$ cat config.mk
export PLATFORM = sky130hd
export DESIGN_NAME = ov7670_capture_stream
export DESIGN_NICKNAME = d
export VERILOG_FILES = /design/src/rtl/ov7670_pkg.sv /design/src/rtl/ov7670_pix_fmt.sv /design/src/rtl/ov7670_capture_stream.sv
export SDC_FILE = /design/constraint.sdc
export NUM_CORES = 1
export LEC_CHECK = 0
export CAP_MARGIN = 0
export CORE_ASPECT_RATIO = 0.7
export CORE_MARGIN = 5
export CORE_UTILIZATION = 49
export DETAILED_ROUTE_END_ITERATION = 8
export PLACE_DENSITY = 0.74
export SKIP_CTS_REPAIR_TIMING = 1
export SYNTH_ARGS = -nofsm -noshare
export SYNTH_HDL_FRONTEND = slang
export SYNTH_SLANG_ARGS = --single-unit
$ cat constraint.sdc
create_clock -name pclk -period 3.5 [get_ports pclk]
set_clock_uncertainty 0.05 [all_clocks]
set_input_delay 0.7 -clock pclk [delete_from_list [all_inputs] [get_ports pclk]]
set_output_delay 0.7 -clock pclk [all_outputs]
set_load 0.02 [all_outputs]
$ cat src/rtl/ov7670_pkg.sv
// ov7670_pkg: shared encodings for the OV7670 capture front end.
//   mode_e  : runtime pixel format selection (sampled at frame start)
//   state_e : frame-sync state machine states
package ov7670_pkg;

  typedef enum logic [1:0] {
    MODE_RGB565 = 2'd0,
    MODE_RGB555 = 2'd1,
    MODE_GREY   = 2'd2,
    MODE_RSVD   = 2'd3   // behaves like RGB565
  } mode_e;

  typedef enum logic [1:0] {
    ST_WAIT_VS_HI = 2'd0,
    ST_WAIT_VS_LO = 2'd1,
    ST_ACTIVE     = 2'd2
  } state_e;

endpackage

$ cat src/rtl/ov7670_pix_fmt.sv
// ov7670_pix_fmt: combinational byte-pair to 16-bit pixel conversion.
//   hi_i   : first (high) byte of the pair
//   lo_i   : second (low) byte of the pair
//   mode_i : output format
//   pix_o  : converted pixel
module ov7670_pix_fmt
  import ov7670_pkg::*;
(
  input  logic [7:0]  hi_i,
  input  logic [7:0]  lo_i,
  input  mode_e       mode_i,
  output logic [15:0] pix_o
);

  logic [15:0] raw;
  assign raw = {hi_i, lo_i};

  always_comb begin
    pix_o = raw;
    case (mode_i)
      // Drop the green LSB to fit 5:5:5 under a zero MSB.
      MODE_RGB555: pix_o = {1'b0, raw[15:11], raw[10:6], raw[4:0]};
      // YUYV: luma is the high byte; replicate into all three channels.
      MODE_GREY:   pix_o = {hi_i[7:3], hi_i[7:2], hi_i[7:3]};
      default:     pix_o = raw;
    endcase
  end

endmodule

$ cat src/rtl/ov7670_capture_stream.sv
// ov7670_capture_stream: OV7670 capture front end in the pclk domain.
// Assembles byte pairs into pixels, converts them by mode, writes each pixel
// to a frame BRAM and streams it on AXI4-Stream with tuser (SOF) / tlast (EOL).
// Checks line/frame geometry, flags backpressure drops, counts good frames.
// Ports:
//   pclk, capture_rst         : clock, synchronous active-high reset
//   enable, mode[1:0]         : capture enable / pixel format, sampled at frame start
//   decimate                  : (only with DECIMATE_EN) keep even rows/cols only
//   vsync, href, d[7:0]       : camera pins
//   bram_addr/data/we         : frame buffer write port
//   tdata/tvalid/tready/tuser/tlast : AXI4-Stream master
//   frame_done, frame_err     : one-cycle end-of-frame status pulses
//   overflow                  : sticky backpressure drop flag
//   frame_count[15:0]         : good frame counter (wraps)
// Optional feature macro: DECIMATE_EN (adds the decimate input).
module ov7670_capture_stream
  import ov7670_pkg::*;
#(
  parameter int WIDTH  = 640,
  parameter int HEIGHT = 480,
  parameter int ADDR_W = 19
) (
  input  logic              pclk,
  input  logic              capture_rst,
  input  logic              enable,
  input  logic [1:0]        mode,
`ifdef DECIMATE_EN
  input  logic              decimate,
`endif
  input  logic              vsync,
  input  logic              href,
  input  logic [7:0]        d,
  output logic [ADDR_W-1:0] bram_addr,
  output logic [15:0]       bram_data,
  output logic              bram_we,
  output logic [15:0]       tdata,
  output logic              tvalid,
  input  logic              tready,
  output logic              tuser,
  output logic              tlast,
  output logic              frame_done,
  output logic              frame_err,
  output logic              overflow,
  output logic [15:0]       frame_count
);

  localparam int CW = $clog2(WIDTH + 1);
  localparam int RW = $clog2(HEIGHT + 1);
  localparam logic [CW-1:0]     WIDTH_C     = CW'(WIDTH);
  localparam logic [CW-1:0]     LAST_COL_C  = CW'(WIDTH - 1);
  localparam logic [CW-1:0]     LAST_EVEN_C = CW'(((WIDTH - 1) / 2) * 2);
  localparam logic [RW-1:0]     HEIGHT_C    = RW'(HEIGHT);
  localparam logic [ADDR_W-1:0] STEP_FULL   = ADDR_W'(WIDTH);
  localparam logic [ADDR_W-1:0] STEP_HALF   = ADDR_W'((WIDTH + 1) / 2);

  state_e              state_q, state_d;
  mode_e               mode_q, mode_d;
  logic                phase_q, phase_d;
  logic [7:0]          hi_q, hi_d;
  logic [CW-1:0]       col_q, col_d;
  logic [RW-1:0]       row_q, row_d;
  logic [ADDR_W-1:0]   base_q, base_d;   // row*line_step, kept incrementally
  logic                err_q, err_d;
  logic                tvalid_q, tvalid_d, tuser_q, tuser_d, tlast_q, tlast_d;
  logic [15:0]         tdata_q, tdata_d, bdata_q, bdata_d;
  logic                we_q, we_d;
  logic [ADDR_W-1:0]   baddr_q, baddr_d;
  logic                done_q, done_d, ferr_q, ferr_d, ovf_q, ovf_d;
  logic [15:0]         fcnt_q, fcnt_d;

  logic decim;
`ifdef DECIMATE_EN
  logic decim_q, decim_d;
  assign decim = decim_q;
`else
  assign decim = 1'b0;
`endif

  logic          capture, pix_done, in_geom, dec_skip, last_col;
  logic [CW-1:0] eff_col;
  logic [15:0]   pix;

  // Bytes arriving together with vsync belong to an abandoned line.
  assign capture  = (state_q == ST_ACTIVE) && href && !vsync;
  assign pix_done = capture && phase_q;
  assign in_geom  = (col_q < WIDTH_C) && (row_q < HEIGHT_C);
  assign dec_skip = decim && (col_q[0] || row_q[0]);
  assign eff_col  = decim ? (col_q >> 1) : col_q;
  assign last_col = decim ? (col_q == LAST_EVEN_C) : (col_q == LAST_COL_C);

  ov7670_pix_fmt u_fmt (
    .hi_i   (hi_q),
    .lo_i   (d),
    .mode_i (mode_q),
    .pix_o  (pix)
  );

  always_comb begin
    state_d  = state_q;
    mode_d   = mode_q;
    phase_d  = 1'b0;
    hi_d     = hi_q;
    col_d    = col_q;
    row_d    = row_q;
    base_d   = base_q;
    err_d    = err_q;
    tvalid_d = tvalid_q;
    tdata_d  = tdata_q;
    tuser_d  = tuser_q;
    tlast_d  = tlast_q;
    we_d     = 1'b0;
    bdata_d  = bdata_q;
    baddr_d  = baddr_q;
    done_d   = 1'b0;
    ferr_d   = 1'b0;
    ovf_d    = ovf_q;
    fcnt_d   = fcnt_q;
`ifdef DECIMATE_EN
    decim_d  = decim_q;
`endif

    // AXIS beat retires independently of the capture state.
    if (tvalid_q && tready) tvalid_d = 1'b0;

    if (capture) begin
      phase_d = ~phase_q;
      if (!phase_q) hi_d = d;
    end

    case (state_q)
      ST_WAIT_VS_HI: if (vsync) state_d = ST_WAIT_VS_LO;
      ST_WAIT_VS_LO: if (!vsync) begin
        state_d = enable ? ST_ACTIVE : ST_WAIT_VS_HI;
        mode_d  = mode_e'(mode);
        col_d   = '0;
        row_d   = '0;
        base_d  = '0;
        err_d   = 1'b0;
`ifdef DECIMATE_EN
        decim_d = decimate;
`endif
      end
      ST_ACTIVE: begin
        if (vsync) begin
          state_d = ST_WAIT_VS_LO;
          if (row_q == HEIGHT_C && !err_q) begin
            done_d = 1'b1;
            fcnt_d = fcnt_q + 16'd1;
          end else begin
            ferr_d = 1'b1;
          end
        end else if (pix_done) begin
          // col saturates at WIDTH: anything beyond is already an error.
          if (col_q != WIDTH_C) col_d = col_q + CW'(1);
          if (!in_geom) begin
            err_d = 1'b1;
          end else if (!dec_skip) begin
            we_d    = 1'b1;
            bdata_d = pix;
            baddr_d = base_q + ADDR_W'(eff_col);
            if (!tvalid_q || tready) begin
              tvalid_d = 1'b1;
              tdata_d  = pix;
              tuser_d  = (row_q == '0) && (col_q == '0);
              tlast_d  = last_col;
            end else begin
              // Stream slot still occupied: drop from the stream only.
              ovf_d = 1'b1;
              err_d = 1'b1;
            end
          end
        end else if (!href && col_q != '0) begin
          col_d = '0;
          if (row_q != HEIGHT_C) row_d = row_q + RW'(1);
          // Odd rows are not stored when decimating, so they do not advance the base.
          if (row_q < HEIGHT_C && !(decim && row_q[0]))
            base_d = base_q + (decim ? STEP_HALF : STEP_FULL);
          if (col_q != WIDTH_C || row_q >= HEIGHT_C) err_d = 1'b1;
        end
      end
      default: state_d = ST_WAIT_VS_HI;
    endcase
  end

  always_ff @(posedge pclk) begin
    if (capture_rst) begin
      state_q  <= ST_WAIT_VS_HI;
      mode_q   <= MODE_RGB565;
      phase_q  <= 1'b0;
      hi_q     <= '0;
      col_q    <= '0;
      row_q    <= '0;
      base_q   <= '0;
      err_q    <= 1'b0;
      tvalid_q <= 1'b0;
      tdata_q  <= '0;
      tuser_q  <= 1'b0;
      tlast_q  <= 1'b0;
      we_q     <= 1'b0;
      bdata_q  <= '0;
      baddr_q  <= '0;
      done_q   <= 1'b0;
      ferr_q   <= 1'b0;
      ovf_q    <= 1'b0;
      fcnt_q   <= '0;
`ifdef DECIMATE_EN
      decim_q  <= 1'b0;
`endif
    end else begin
      state_q  <= state_d;
      mode_q   <= mode_d;
      phase_q  <= phase_d;
      hi_q     <= hi_d;
      col_q    <= col_d;
      row_q    <= row_d;
      base_q   <= base_d;
      err_q    <= err_d;
      tvalid_q <= tvalid_d;
      tdata_q  <= tdata_d;
      tuser_q  <= tuser_d;
      tlast_q  <= tlast_d;
      we_q     <= we_d;
      bdata_q  <= bdata_d;
      baddr_q  <= baddr_d;
      done_q   <= done_d;
      ferr_q   <= ferr_d;
      ovf_q    <= ovf_d;
      fcnt_q   <= fcnt_d;
`ifdef DECIMATE_EN
      decim_q  <= decim_d;
`endif
    end
  end

  assign bram_addr   = baddr_q;
  assign bram_data   = bdata_q;
  assign bram_we     = we_q;
  assign tdata       = tdata_q;
  assign tvalid      = tvalid_q;
  assign tuser       = tuser_q;
  assign tlast       = tlast_q;
  assign frame_done  = done_q;
  assign frame_err   = ferr_q;
  assign overflow    = ovf_q;
  assign frame_count = fcnt_q;

endmodule

==> impl_metrics.py <==
metrics = {
    "outcome": {
        "status": "finished clean",
    },
    "synthesis": {
        "synth_simple_gate_area_frac": 0.266,
        "ys_ff_latch": 119,
        "synth-seq-area-share": 0.424,
        "yosys_most_used_dff": "dfxtp_1",
        "synthCells": 686,
        "synth-adder-area-share": 0.0334,
        "syn_area_um2": 5610,
        "synthXorXnorAreaFrac": 0.0328,
        "synth_enable_flop_cells": 0,
        "synth_area_per_cell_um2": 8.18,
        "synth_top_family_by_area": "simple AND/OR/NAND/NOR gates",
        "synth.mux.area_fraction": 0.00357,
        "synthesis.nets": 717,
        "ys_warn_count": 0,
        "synthArstFlopShare": 0,
        "synth_compound_area_frac": 0.201,
        "yosysUniqueCellTypes": 60,
    },
    "power_and_ir_drop": {
        "cellPowerDensity_nw_per_um2": 457,
        "comb_power_share": 0.040,
        "finalPower_mw": 3.30,
        "p_leak_nw": 2.36,
        "intPower_mw": 2.55,
        "p_sw_frac": 0.229,
        "p_clk_frac": 0.547,
        "peakVddDrop_v": 0.000347,
        "p_sw_uw": 757,
        "seqPwrFrac": 0.412,
    },
    "timing": {
        "max_freq_ghz": 0.344,
        "grt_setup_unrepaired": "no",
        "fin_crit_sh": 0.832,
        "tightest_slew_ns": 1.24,
        "setup_tns_ns": 0,
        "hold_violations": 0,
        "holdWs_ns": 0.409,
        "fin_ws_ns": 0.589,
        "slew_viol_final": 0,
        "period_minus_slack_ns": 2.91,
        "slew_headroom": 0.170,
        "setup_viol": 0,
    },
    "layout": {
        "layout-drive-gt1-share": 0.0683,
        "area_delta_synth_final_pct": 28.6,
        "fin_nets": 794,
        "final_util": 0.651,
        "instances_no_fill": 929,
        "final_area_um2": 7220,
        "fillers": 941,
        "diodes": 0,
    },
    "cts": {
        "cts_tree": "built",
        "clkTransAtPathRegs_ns": 0.06,
        "htreeDepth": 4,
        "clock-sinks": 119,
        "clk_latency_ns": 0.41,
        "cts_buffers": 17,
        "cts_buffer_depth": 2,
        "root_buffer": "clkbuf_16",
    },
    "setup_path": {
        "end_kind": "register",
        "path_class": "register to register",
        "cp_max_fo": 19,
        "r2r_cells": 7,
        "crit_start": "state_q[0]",
        "crit_arrival_ns": 3.20,
        "startpoint_type": "register",
        "timing.rr.start": "state_q[0]",
        "required_ns": 3.79,
    },
    "global_route": {
        "grt_pass1_vias": 5323,
        "met1_usage": 0.349,
        "grt_util_met3": 0.0495,
        "grt_overflow": 0,
        "use_met2": 0.365,
        "grt_max_degree": 50,
        "track_usage": 0.242,
        "grt_pass1_wl_um": 26900,
        "antenna_found_initial": 0,
        "top_usage_layer": "met2",
    },
    "routing": {
        "ant_nets": 0,
        "drc": 0,
        "drtPass1Iterations": 6,
        "vias_per_cell": 5.91,
        "wl_per_cell_um": 17.5,
        "wirelength_um": 16300,
        "via_count": 5494,
        "drt_iter0_markers": 616,
    },
    "place": {
        "placed_area_um2": 6600,
        "hpwl_um": 11300,
        "portBuffers": 89,
        "gp_congestion": 0.871,
        "dp_cells": 897,
        "place_ws_ns": 0.311,
    },
    "floorplanning": {
        "dieHeight_um": 99.5,
        "die-area_um2": 13700,
        "dieWidth_um": 138,
        "coreArea_um2": 11100,
        "rows": 32,
        "start_util": 0.506,
        "num_io_pins": 90,
    },
    "min_path": {
        "hold_start": "bram_addr[3]",
        "whs_path_depth": 2,
        "hold_class": "register to register",
    },
    "run": {
        "drv_cap": 0,
    },
}
[per-layer routing]
metal  routed length [um]  vias to the layer above
li1                     -                     2639
met1                 7550                     2585
met2                 7280                      247
met3                 1200                       23
met4                  230                        0
met5                    0                        -
[cell usage in the layout (no fill, tap or decap), types with 4 or more instances in the layout]
cell type / instances
clkdlybuf4s50_1: 88
and4_1: 5
a211oi_1: 26
clkinv_4: 6
o211ai_1: 7
o31ai_1: 4
xnor2_1: 18
nand2b_1: 6
a31oi_1: 17
clkbuf_16: 17
a21oi_1: 56
or4_1: 8
nor3_1: 13
inv_1: 18
nor4_1: 5
or3_1: 11
a22oi_1: 9
ha_1: 15
nor2b_1: 9
nand3_1: 29
clkinvlp_4: 4
nand2_1: 80
dfxtp_1: 119
buf_4: 9
nor2_1: 89
a221o_1: 6
and3_1: 4
o21ai_0: 26
nand4_1: 11
nor3b_1: 5
[registers in the layout (all words and copies together) (netlist names), 2 cells and up]
signal and cells:
base_q 12, mode_q 2, bram_addr 19, state_q 2, col_q 10, row_q 9
bram_data 16, hi_q 8, tdata 16, frame_count 16
[path summary, 6_finish.rpt]
check             slack [ns]            to
hold reg to reg         0.41  bram_addr[3]
setup reg to reg        0.59      col_q[2]
hold / removal          0.41  bram_addr[3]
setup / recovery        0.59      col_q[2]
[synth_stat cells, drive strengths merged (4+ instances only)]
cell type	count	area, um^2
a211oi	26	195
a21oi	56	280
a221o	6	60.1
a22oi	9	67.6
a31oi	17	106
and3	4	25.0
and4	5	43.8
clkbuf	36	135
dfxtp	119	2380
ha	15	188
inv	18	67.6
nand2	80	300
nand2b	6	37.5
nand3	29	145
nand4	11	68.8
nor2	89	334
nor2b	9	56.3
nor3	13	65.1
nor3b	5	37.5
nor4	10	111
o211ai	7	52.6
o21ai	29	145
o31ai	4	30.0
or3	11	68.8
or4	9	71.3
xnor2	18	158
[cells by family (layout without fill, tap and decap cells)]
logic type,Yosys count,after routing
xor+xnor,21,21
mux,2,2
flops,119,119
compound gates,176,176
buf+inv,57,147
fa+ha+maj,15,15
simple gates,296,296
[worst max-delay path, cell delays in order, from the launching register on]
cell and delay [ns]:
dfxtp_1 0.34, inv_1 0.10, ha_1 0.63, and4b_1 0.59
a32oi_1 0.11, o211ai_1 0.62, o21ai_0 0.23, a21oi_1 0.17
[power groups by stage]
stage | Clock [mW] | Combinational, mW | Sequential [mW]
6_report | 1.81 | 0.133 | 1.36
4_1_cts | 1.81 | 0.130 | 1.36
3_5_place_dp | 0 | 0.129 | 1.39
3_3_place_gp | 0 | 0.126 | 1.39
5_1_grt | 1.88 | 0.144 | 1.36
2_1_floorplan | 0 | 0.0817 | 1.39
[final cells by class]
class                      instances  area (um^2)  area share
clock buffer                      18          439      0.0608
clock inverter                    14          178      0.0246
inverter                          18         67.6     0.00936
multi-input combinational        510         3010       0.417
sequential                       119         2380       0.330
tap                              153          191      0.0265
timing repair buffer              97          948       0.131
Power figures use the tool's default switching activity.
